<file path="config.mk">
export PLATFORM = sky130hd
export DESIGN_NAME = neuron_activate
export DESIGN_NICKNAME = d
export VERILOG_FILES = /design/src/rtl/neuron_activate.sv
export SDC_FILE = /design/constraint.sdc
export NUM_CORES = 1
export LEC_CHECK = 0
export ABC_CLOCK_PERIOD_IN_PS = 5500
export BUFFER_PORTS_ARGS = -buffer_cell sky130_fd_sc_hd__buf_2
export CAP_MARGIN = 20
export CORE_UTILIZATION = 29
export CTS_CLUSTER_DIAMETER = 150
export DETAILED_ROUTE_END_ITERATION = 8
export PLACE_DENSITY_LB_ADDON = 0.12
export SLEW_MARGIN = 20
export SYNTH_ARGS = -nofsm -noshare
export SYNTH_HDL_FRONTEND = slang
export SYNTH_SLANG_ARGS = --single-unit
</file>
<file path="constraint.sdc">
create_clock -name clk -period 5.5 [get_ports clk]
set_input_delay 1.375 -clock clk [delete_from_list [all_inputs] [get_ports clk]]
set_output_delay 1.375 -clock clk [all_outputs]
set_load 0.02 [all_outputs]
</file>
<file path="src/rtl/neuron_activate.sv">
// Accumulates saturating 4-bit partial sums into one neuron and presents the activated result.
// Latency 1 cycle from the final term to m_valid; s_ready is low while a result waits on m_ready.
// Default build uses a step activation; define NEURON_RELU_EN for a biased ReLU.
module neuron_activate #(
    parameter int ACC_W     = 8,
    parameter int THRESH    = 10,
    parameter int MAX_TERMS = 8
) (
    input  logic             clk,
    input  logic             rst_n,
    input  logic             s_valid,
    output logic             s_ready,
    input  logic [3:0]       s_sum,
    input  logic             s_last,
    output logic             m_valid,
    input  logic             m_ready,
    output logic [ACC_W-1:0] m_o,
    output logic             m_sat,
    output logic [3:0]       m_cnt
);

    typedef enum logic {ST_ACC, ST_OUT} state_t;

    localparam logic [ACC_W:0]   ACC_MAX = {1'b0, {ACC_W{1'b1}}};
    localparam logic [ACC_W-1:0] THR     = ACC_W'(THRESH);
    localparam logic [3:0]       MAXT    = 4'(MAX_TERMS);

    state_t             state_q, state_d;
    logic [ACC_W-1:0]   acc_q, acc_d;
    logic [3:0]         cnt_q, cnt_d;
    logic               sat_q, sat_d;
    logic               s_ready_q, s_ready_d;
    logic [ACC_W-1:0]   m_o_q, m_o_d;
    logic               m_sat_q, m_sat_d;
    logic [3:0]         m_cnt_q, m_cnt_d;

    logic [ACC_W:0]     sum_ext;
    logic               clamp;
    logic [ACC_W-1:0]   acc_new;
    logic [3:0]         cnt_new;
    logic               xfer;
    logic               done;

    function automatic logic [ACC_W-1:0] activate(input logic [ACC_W-1:0] a);
`ifdef NEURON_RELU_EN
        return (a > THR) ? (a - THR) : '0;
`else
        return {{(ACC_W-1){1'b0}}, (a >= THR)};
`endif
    endfunction

    always_comb begin
        sum_ext = {1'b0, acc_q} + {{(ACC_W-3){1'b0}}, s_sum};
        clamp   = (sum_ext > ACC_MAX);
        acc_new = clamp ? {ACC_W{1'b1}} : sum_ext[ACC_W-1:0];
        cnt_new = cnt_q + 4'd1;
        xfer    = s_valid && s_ready_q;
        done    = s_last || (cnt_new == MAXT);

        state_d = state_q;
        acc_d   = acc_q;
        cnt_d   = cnt_q;
        sat_d   = sat_q;
        m_o_d   = m_o_q;
        m_sat_d = m_sat_q;
        m_cnt_d = m_cnt_q;

        case (state_q)
            ST_ACC: begin
                if (xfer) begin
                    acc_d = acc_new;
                    cnt_d = cnt_new;
                    sat_d = sat_q || clamp;
                    if (done) begin
                        state_d = ST_OUT;
                        m_o_d   = activate(acc_new);
                        m_sat_d = sat_q || clamp;
                        m_cnt_d = cnt_new;
                    end
                end
            end
            ST_OUT: begin
                // Result registers hold until the handshake; the next neuron starts clean.
                if (m_ready) begin
                    state_d = ST_ACC;
                    acc_d   = '0;
                    cnt_d   = '0;
                    sat_d   = 1'b0;
                end
            end
            default: state_d = ST_ACC;
        endcase

        s_ready_d = (state_d == ST_ACC);
    end

    always_ff @(posedge clk or negedge rst_n) begin
        if (!rst_n) begin
            state_q   <= ST_ACC;
            acc_q     <= '0;
            cnt_q     <= '0;
            sat_q     <= 1'b0;
            s_ready_q <= 1'b0;
            m_o_q     <= '0;
            m_sat_q   <= 1'b0;
            m_cnt_q   <= '0;
        end else begin
            state_q   <= state_d;
            acc_q     <= acc_d;
            cnt_q     <= cnt_d;
            sat_q     <= sat_d;
            s_ready_q <= s_ready_d;
            m_o_q     <= m_o_d;
            m_sat_q   <= m_sat_d;
            m_cnt_q   <= m_cnt_d;
        end
    end

    assign s_ready = s_ready_q;
    assign m_valid = (state_q == ST_OUT);
    assign m_o     = m_o_q;
    assign m_sat   = m_sat_q;
    assign m_cnt   = m_cnt_q;

endmodule
</file>
==> results of run 1 <==
-- flip-flops by register name (all words and copies together), names as in the netlist --
register  flops
m_o           1
m_valid       1
acc_q         8
m_sat         1
m_cnt         4
s_ready       1
sat_q         1
cnt_q         4
-- power groups by stage --
stage / sequential [mW] / clock, mW / combinational [mW]
6_report: 0.251 / 0.108 / 0.259
5_1_grt: 0.260 / 0.119 / 0.292
4_1_cts: 0.251 / 0.114 / 0.260
3_5_place_dp: 0.253 / 0 / 0.260
3_3_place_gp: 0.253 / 0 / 0.258
2_1_floorplan: 0.272 / 0 / 0.172
-- metrics by stage --
stage | setup WS (ns) | power (mW) | util (%) | std cells | hold slack (ns)
detailed placement | 2.29 | 0.512 | 32.7 | 194 | 0.478
global route | 2.42 | 0.670 | 33.9 | 198 | 0.520
global placement | 2.28 | 0.511 | 32.7 | 194 | 0.471
floorplan | 2.54 | 0.444 | - | 138 | 0.443
finish | 2.55 | 0.618 | 33.9 | 198 | 0.495
CTS | 2.57 | 0.625 | 33.9 | 198 | 0.504
-- final cells by class --
type                    instances  area, um2  area share [%]
clock inverters                 1       7.51           0.549
clock buffers                   3       41.3            3.02
flip-flops and latches         21        526            38.5
inverters                       4       15.0            1.10
multi-input cells             103        634            46.4
repair buffers                 16       80.1            5.86
well taps                      50       62.6            4.58
-- cells in the mapped netlist (all sizes together), types with 2 or more instances --
| cell type | number |
|---|---|
| nor3 | 2 |
| ha | 5 |
| buf | 8 |
| a22o | 3 |
| a21o | 3 |
| dfrtp | 21 |
| clkbuf | 2 |
| inv | 4 |
| nor2 | 15 |
| a21oi | 11 |
| o31ai | 2 |
| nand3 | 2 |
| mux2i | 2 |
| xor2 | 3 |
| nand2 | 19 |
| o21ai | 15 |
-- path summary, 6_finish.rpt --
check	cells after the start	from	endpoint
worst max-delay path	7	s_sum[0]	m_o[0]$_DFFE_PN0P_
worst min-delay path	2	acc_q[0]$_DFFE_PN0P_	acc_q[0]$_DFFE_PN0P_
worst max register to register	6	acc_q[0]$_DFFE_PN0P_	m_o[0]$_DFFE_PN0P_
worst min register to register	2	acc_q[0]$_DFFE_PN0P_	acc_q[0]$_DFFE_PN0P_
max in group asynchronous	1	rst_n	cnt_q[3]$_DFFE_PN0P_
min in group asynchronous	1	rst_n	acc_q[1]$_DFFE_PN0P_
-- cells in the final DEF, fill, tap and decap left out, types with 2 or more instances in the layout --
cell,n
dfrtp_1,21
nand2_1,18
buf_2,16
o21ai_0,15
nor2_1,15
a21oi_1,10
conb_1,7
ha_1,5
inv_1,4
xor2_1,3
a22o_1,3
clkbuf_8,3
nand3_1,2
a21o_1,2
nor3_1,2
mux2i_1,2
-- metal layers --
layer | wire length (um) | track usage [%]
met3 | 128 | 2.74
met4 | 13 | 3.19
met2 | 1250 | 22.0
met1 | 1210 | 16.8
met5 | 0 | 0
-- cells by family after synthesis --
logic type | Yosys count | share of synthesized area (%)
AOI/OAI and AO/OA | 39 | 20.7
muxes | 3 | 2.88
and+or+nand+nor | 44 | 16.8
DFF | 21 | 43.2
buffers and inverters | 14 | 6.58
adders and majority gates | 6 | 6.78
other | 1 | 0.308
xor gates and xnor gates | 4 | 2.88
-- critical path, stage by stage --
cell	delay [ns]
buf_2	0.10
ha_1	0.22
fa_1	0.41
a211oi_1	0.45
nor2_1	0.15
o31ai_1	0.22
a41oi_1	0.14
==> metrics.yaml, run 1 <==
clocking:
  cts_buffers: 3
  clock_path_buffers: 2
  cts_tree: "done"
  cts.root.buffer_cell: "clkbuf_8"
  post_cts_buffers: 0
  clk_latency_ns: 0.26
  path_clk_slew_ns: 0.09
  clock_sinks: 21
  cts.htree.levels: 1
  cts_hold_buf: 0
  cts_resized: 0
die:
  die_area_um2: 4460
  pin_count: 24
  initial_core_util_pct: 30.2
  fp-row-count: 23
  core_um2: 4030
  die_h_um: 66.8
  die_w_um: 66.8
yosys:
  ys_ff_latch: 21
  synth.area.top_cells: "dfrtp_1 43%, o21ai_0 6.2%, nand2_1 5.5%"
  ys.flop_type: "dfrtp_1"
  netlist_area_um2: 1220
  yosysTopAreaCellShare_pct: 43.2
  synthArstFlopShare_pct: 100
  synth_edf_count: 0
  yosysWarnings: 0
  ys_seq_area_share_pct: 43.2
  synthCells: 132
  yosysUniqueCellTypes: 36
  synth_top_cell_by_area: "dfrtp_1"
  syn_area_per_cell_um2: 9.22
global_route:
  grt_start_max_net_pins: 22
  antenna_found_initial: 0
  grt.total_usage_pct: 13.0
  grt_pass1_vias: 888
  grt_first_pass_wirelength_mm: 4.28
  gr-total-overflow: 0
power:
  swShare_pct: 41.7
  seqPwrFrac_pct: 40.6
  clkPwrFrac_pct: 17.5
  power.switching_mw: 0.257
  power.leakage_nw: 0.649
  vdd_ir_drop_max_mv: 0.134
  p_per_area_nw_per_um2: 452
  intPower_mw: 0.361
  combPwrFrac_pct: 41.8
detailed_routing:
  vias: 927
  via_per_inst: 4.68
  ant_nets: 0
  routed_wl_mm: 2.60
  initialDrtViolationCount: 28
  wl_per_cell_um: 13.1
  drtPass1Iterations: 4
  drc: 0
cells_and_area:
  fillCellCount: 444
  final_net_count: 164
  design_area_um2: 1370
  syn_to_final_growth_pct: 12.2
  n_antenna_cell: 0
  final_layout_size_suffix_gt1_share_pct: 17.6
timing:
  hold_viol_final: 0
  min_period_ns: 2.95
  setup_viol: 0
  maxSlewHeadroom_pct: 52.3
  period_share_pct: 53.6
  worst_pin_slew_ns: 0.710
  final_max_slew_viol_count: 0
  grt_setup_unrepaired: "no"
  setup-tns-final_ns: 0
  fmax_ghz: 0.339
  finalClockSkew_ns: 0.00471
job:
  maxCapViolCount: 0
place:
  io_buffers: 16
  place.gp.congestion: 0.695
  dp_hpwl_mm: 1.82
  dpl_cell_area_um2: 1320
setup_path:
  cp.required_ns: 5.62
  start_kind: "input port"
  critPathMaxFanout: 4
  r2r_slack_ns: 3.36
  criticalPathCategory: "in2reg"
  critPathCaptureType: "flip-flop"
  arrival_ns: 3.06
outcome:
  status: "finished, final reports clean"
min_path:
  min_path_type: "reg2reg"
Note: power is estimated with default switching activity, not from simulation.
==> run 2: changes to the inputs <==
--- a/config.mk
+++ b/config.mk
@@ -5,7 +5,7 @@
 export SDC_FILE = /design/constraint.sdc
 export NUM_CORES = 1
 export LEC_CHECK = 0
-export ABC_CLOCK_PERIOD_IN_PS = 5500
+export ABC_CLOCK_PERIOD_IN_PS = 2500
 export BUFFER_PORTS_ARGS = -buffer_cell sky130_fd_sc_hd__buf_2
 export CAP_MARGIN = 20
 export CORE_UTILIZATION = 29
==> constraint.sdc (replaced) <==
create_clock -name clk -period 2.5 [get_ports clk]
set_input_delay 0.625 -clock clk [delete_from_list [all_inputs] [get_ports clk]]
set_output_delay 0.625 -clock clk [all_outputs]
set_load 0.02 [all_outputs]
==> run 2 against run 1 <==
Effect of this change:
- global-route usage grew 0.075 points
- cell area grew 1.5%
- flip-flop and latch count is the same
- first-iteration DRC count shrank 39%
- utilization grew 0.50 points
- setup slack lost 2.1 ns
- sequential share of layout area shrank 0.56 points
- clock power grew 110%
- non-clock buffer count grew 3
- worst hold slack lost 0.18 ns
- critical path type unchanged
==> metrics.yaml, run 2 (synthesis gave the netlist of run 1 again) <==
outcome:
  status: "finished, final reports clean"
cells_and_area:
  multi_input_area_um2: 634
  n_antenna_cell: 0
  final_common_cell: "dfrtp_1"
  final_layout_size_suffix_gt1_share_pct: 19.2
  design_area_um2: 1390
  final_cells: 201
  seqCellArea_um2: 526
  largest_register_ffs: 8
  final_net_count: 167
  final_cell_mix: "21 x dfrtp_1, 18 x nand2_1, 16 x buf_2, 15 x o21ai_0, 15 x nor2_1"
  fillCellCount: 449
  regMostFlops: "acc_q"
  syn_to_final_growth_pct: 13.9
place:
  dpl_cell_area_um2: 1340
  dp_cells: 197
  io_buffers: 16
  pre_cts_slack_ns: 0.135
  place.gp.congestion: 0.701
  dp_hpwl_mm: 1.88
detailed_routing:
  drtPass1Iterations: 4
  wl_per_cell_um: 12.4
  ant_nets: 0
  via_per_inst: 4.73
  vias: 951
  initialDrtViolationCount: 17
  drc: 0
  routed_wl_mm: 2.50
setup_path:
  critPathMaxFanout: 4
  cpPeakStageDelay_ns: 0.42
  cpMaxStageDelayCell: "fa_1"
  path_buf_inv: 2
  reg2reg_depth: 7
  timing.rr.start: "acc_q[0]$_DFFE_PN0P_"
  arrival_ns: 2.19
  cp.required_ns: 2.62
  r2r_slack_ns: 0.49
  reg2reg_to: "m_o[0]$_DFFE_PN0P_"
  start_kind: "input port"
  critPathTopFamily: "adder cells"
  criticalPathCategory: "in2reg"
  critPathCaptureType: "flip-flop"
  path_cells: "buf_2, ha_1, fa_1, a211oi_1, buf_4, nor2_1, o31ai_1, a41oi_1"
clocking:
  cts.htree.levels: 1
  cts_resized: 0
  path_clk_slew_ns: 0.08
  cts_buffers: 3
  clk_latency_ns: 0.26
  cts.root.buffer_cell: "clkbuf_8"
  post_cts_buffers: 0
  cts_hold_buf: 0
  clock_path_buffers: 2
  cts_tree: "done"
  clock_sinks: 21
power:
  swShare_pct: 40.8
  power.leakage_nw: 0.668
  vdd_ir_drop_max_mv: 0.223
  power.switching_mw: 0.552
  p_per_area_nw_per_um2: 978
  clkPwrFrac_pct: 16.8
  seqPwrFrac_pct: 40.5
  intPower_mw: 0.803
  combPwrFrac_pct: 42.7
die:
  initial_core_util_pct: 30.2
  die_h_um: 66.8
  fp-row-count: 23
  core_um2: 4030
  pin_count: 24
  die_w_um: 66.8
  die_area_um2: 4460
job:
  maxCapViolCount: 0
global_route:
  grt.total_usage_pct: 13.1
  gr-total-overflow: 0
  antenna_found_initial: 0
  grt_pass1_vias: 929
  grt_start_max_net_pins: 22
  grt_first_pass_wirelength_mm: 4.38
timing:
  setup_ws_ns: 0.425
  final_max_slew_viol_count: 0
  fmax_ghz: 0.482
  period_share_pct: 83.0
  grt_setup_unrepaired: "no"
  maxSlewHeadroom_pct: 64.6
  finalClockSkew_ns: 0.00542
  hold_viol_final: 0
  setup_viol: 0
  worst_pin_slew_ns: 0.531
  min_period_ns: 2.08
  setup-tns-final_ns: 0
min_path:
  min_path_type: "in2async"
==> run 2: power by group through the flow <==
stage                     clock network [mW]  logic, mW  registers (mW)
after CTS                              0.239      0.587           0.552
after global routing                   0.251      0.662           0.570
final                                  0.228      0.578           0.549
after detailed placement                   0      0.586           0.557
after floorplan                            0      0.378           0.598
after global placement                     0      0.582           0.557
==> run 2: worst max-delay path by stage <==
stage,from,to,slack [ns],cells past startpoint
floorplan,s_sum[0],m_o[0]$_DFFE_PN0P_,0.29,6
global placement,s_sum[0],m_o[0]$_DFFE_PN0P_,0.14,8
detailed placement,s_sum[0],m_o[0]$_DFFE_PN0P_,0.13,8
CTS,s_sum[0],m_o[0]$_DFFE_PN0P_,0.41,8
global route,s_sum[0],m_o[0]$_DFFE_PN0P_,0.27,8
finish,s_sum[0],m_o[0]$_DFFE_PN0P_,0.42,8
==> run 2: through the flow <==
step / utilization, % / hold slack, ns / total power, mW
floorplan: - / 0.329 / 0.976
global placement: 33.3 / 0.471 / 1.14
detailed placement: 33.3 / 0.471 / 1.14
CTS: 34.4 / 0.330 / 1.38
global route: 34.4 / 0.353 / 1.48
finish: 34.4 / 0.314 / 1.36
==> run 2: cell type report <==
class	count	area share, %
Sequential cell	21	37.9
Multi-Input combinational cell	103	45.8
Inverter	4	1.08
Clock inverter	1	0.361
Clock buffer	3	2.98
Timing Repair Buffer	19	7.40
Tap cell	50	4.51
==> run 2: layer usage <==
layer | GRT usage, % | vias to the layer above | part of all wire (%)
li1 | - | 484 | -
met1 | 17.1 | 456 | 49
met4 | 3.99 | 0 | 0.72
met2 | 22.0 | 9 | 48
met5 | 0 | - | 0
met3 | 2.05 | 2 | 2.5
==> run 3: changes to the inputs <==
--- a/config.mk
+++ b/config.mk
@@ -5,7 +5,7 @@
 export SDC_FILE = /design/constraint.sdc
 export NUM_CORES = 1
 export LEC_CHECK = 0
-export ABC_CLOCK_PERIOD_IN_PS = 2500
+export ABC_CLOCK_PERIOD_IN_PS = 2100
 export BUFFER_PORTS_ARGS = -buffer_cell sky130_fd_sc_hd__buf_2
 export CAP_MARGIN = 20
 export CORE_UTILIZATION = 29
==> constraint.sdc (replaced) <==
create_clock -name clk -period 2.1 [get_ports clk]
set_input_delay 0.525 -clock clk [delete_from_list [all_inputs] [get_ports clk]]
set_output_delay 0.525 -clock clk [all_outputs]
set_load 0.02 [all_outputs]
==> run 3 against run 2 <==
Effect of this change:
- first-iteration DRC count rose to 3.3 times the previous value
- clock-buffer cell count up 1
- via count up 1.6%
- non-clock buffer count up 4
- highest routed layer unchanged
==> metrics.yaml, run 3 (synthesis gave the netlist of run 1 again) <==
outcome:
  status: "finished, final reports clean"
cells_and_area:
  largest_register_ffs: 8
  fillCellCount: 456
  final_cells: 205
  final_net_count: 171
  regMostFlops: "acc_q"
  syn_to_final_growth_pct: 17.3
  final_layout_size_suffix_gt1_share_pct: 21.3
  final_cell_mix: "21 x dfrtp_1, 18 x nand2_1, 16 x buf_2, 15 x o21ai_0, 15 x nor2_1"
  utilization_pct: 35.4
  final_common_cell: "dfrtp_1"
  n_antenna_cell: 0
  design_area_um2: 1430
min_path:
  min_path_type: "in2async"
timing:
  setup_ws_ns: 0.136
  holdWs_ns: 0.221
  setup_viol: 0
  hold_viol_final: 0
  worst_pin_slew_ns: 0.738
  period_share_pct: 93.5
  finalClockSkew_ns: 0.00225
  maxSlewHeadroom_pct: 50.4
  grt_setup_unrepaired: "yes"
  setup-tns-final_ns: 0
  min_period_ns: 1.96
  final_max_slew_viol_count: 0
  fmax_ghz: 0.509
detailed_routing:
  via_per_inst: 4.71
  wl_per_cell_um: 12.5
  initialDrtViolationCount: 56
  ant_nets: 0
  drc: 0
  vias: 966
  drtPass1Iterations: 7
  routed_wl_mm: 2.56
place:
  pre_cts_slack_ns: -0.127
  dpl_cell_area_um2: 1380
  dp_cells: 201
  dp_hpwl_mm: 1.93
  io_buffers: 16
  place.gp.congestion: 0.701
setup_path:
  cpMaxStageDelayCell: "fa_1"
  path_cells: "ha_1, fa_1, a211oi_4, nor2_1, o31ai_1, a41oi_1"
  critPathMaxFanout: 4
  arrival_ns: 2.09
  critPathCaptureType: "flip-flop"
  start_kind: "flip-flop"
  reg2reg_depth: 6
  reg2reg_to: "m_o[0]$_DFFE_PN0P_"
  timing.rr.start: "acc_q[0]$_DFFE_PN0P_"
  criticalPathCategory: "reg2reg"
  cpPeakStageDelay_ns: 0.44
  r2r_slack_ns: 0.14
  cp.required_ns: 2.23
power:
  vdd_ir_drop_max_mv: 0.418
  power.switching_mw: 0.673
  clkPwrFrac_pct: 15.8
  power.leakage_nw: 0.687
  total_power_mw: 1.68
  combPwrFrac_pct: 45.2
  p_per_area_nw_per_um2: 1180
  swShare_pct: 40.0
  seqPwrFrac_pct: 39.0
  intPower_mw: 1.01
die:
  die_w_um: 66.8
  initial_core_util_pct: 30.2
  fp-row-count: 23
  core_um2: 4030
  die_area_um2: 4460
  pin_count: 24
  die_h_um: 66.8
clocking:
  cts_buffers: 3
  cts_tree: "done"
  path_clk_slew_ns: 0.08
  cts.root.buffer_cell: "clkbuf_8"
  clock_sinks: 21
  post_cts_buffers: 0
  clk_latency_ns: 0.25
  cts.htree.levels: 1
  clock_path_buffers: 2
job:
  maxCapViolCount: 0
global_route:
  grt_first_pass_wirelength_mm: 4.19
  grt_pass1_vias: 915
  gr-total-overflow: 0
  grt_start_max_net_pins: 22
  grt.total_usage_pct: 12.7
  antenna_found_initial: 0
## run 3: changes by cell type in the layout (fill, tap and decap cells not counted), sizes merged
cell	delta
clkbuf	+1
clkinv	-1
buf	+4
## run 3: timing repair
item,CTS,global route
gates resized for setup,0,1
endpoints found under the setup margin,0,5
hold buffers,0,0
## run 3: how the worst max path moves through the flow
stage / start / to / slack [ns] / cells past startpoint
floorplan: s_sum[0] / m_o[0]$_DFFE_PN0P_ / 0.09 / 6
global placement: s_sum[0] / m_o[0]$_DFFE_PN0P_ / -0.09 / 7
detailed placement: s_sum[0] / m_o[0]$_DFFE_PN0P_ / -0.13 / 7
CTS: acc_q[0]$_DFFE_PN0P_ / m_o[0]$_DFFE_PN0P_ / 0.12 / 6
global route: acc_q[0]$_DFFE_PN0P_ / acc_q[1]$_DFFE_PN0P_ / -0.02 / 6
finish: acc_q[0]$_DFFE_PN0P_ / m_o[0]$_DFFE_PN0P_ / 0.14 / 6
## run 3: metal layers
metal  share of wire (%)  GRT usage, %  vias to the layer above
met5                   0             0                        -
met4                0.70          3.19                        0
met3                 4.5          2.74                        2
met2                  50          22.9                       23
met1                  45          15.1                      453
li1                    -             -                      488
## run 3: power groups by stage
stage | Clock, mW | Sequential, mW | Combinational [mW]
detailed placement | 0 | 0.668 | 0.747
CTS | 0.281 | 0.660 | 0.750
global placement | 0 | 0.664 | 0.744
global route | 0.298 | 0.681 | 0.857
finish | 0.266 | 0.656 | 0.760
floorplan | 0 | 0.712 | 0.460
## run 3: worst max-delay path: cells and delay by family (launching register included)
family                   cells  cell delay (ns)
flip-flops                   1             0.39
AND/OR/NAND/NOR              1             0.12
adder cells (fa/ha/maj)      2             0.66
AO/OA/AOI/OAI                3             0.68
## run 3: final cells by class
cell class,instances,area [um2],share of cell area (%)
Clock buffer,4,45.0,3.16
Inverter,4,15.0,1.05
Multi-Input combinational cell,103,647,45.3
Sequential cell,21,526,36.8
Tap cell,50,62.6,4.38
Timing Repair Buffer,23,133,9.29
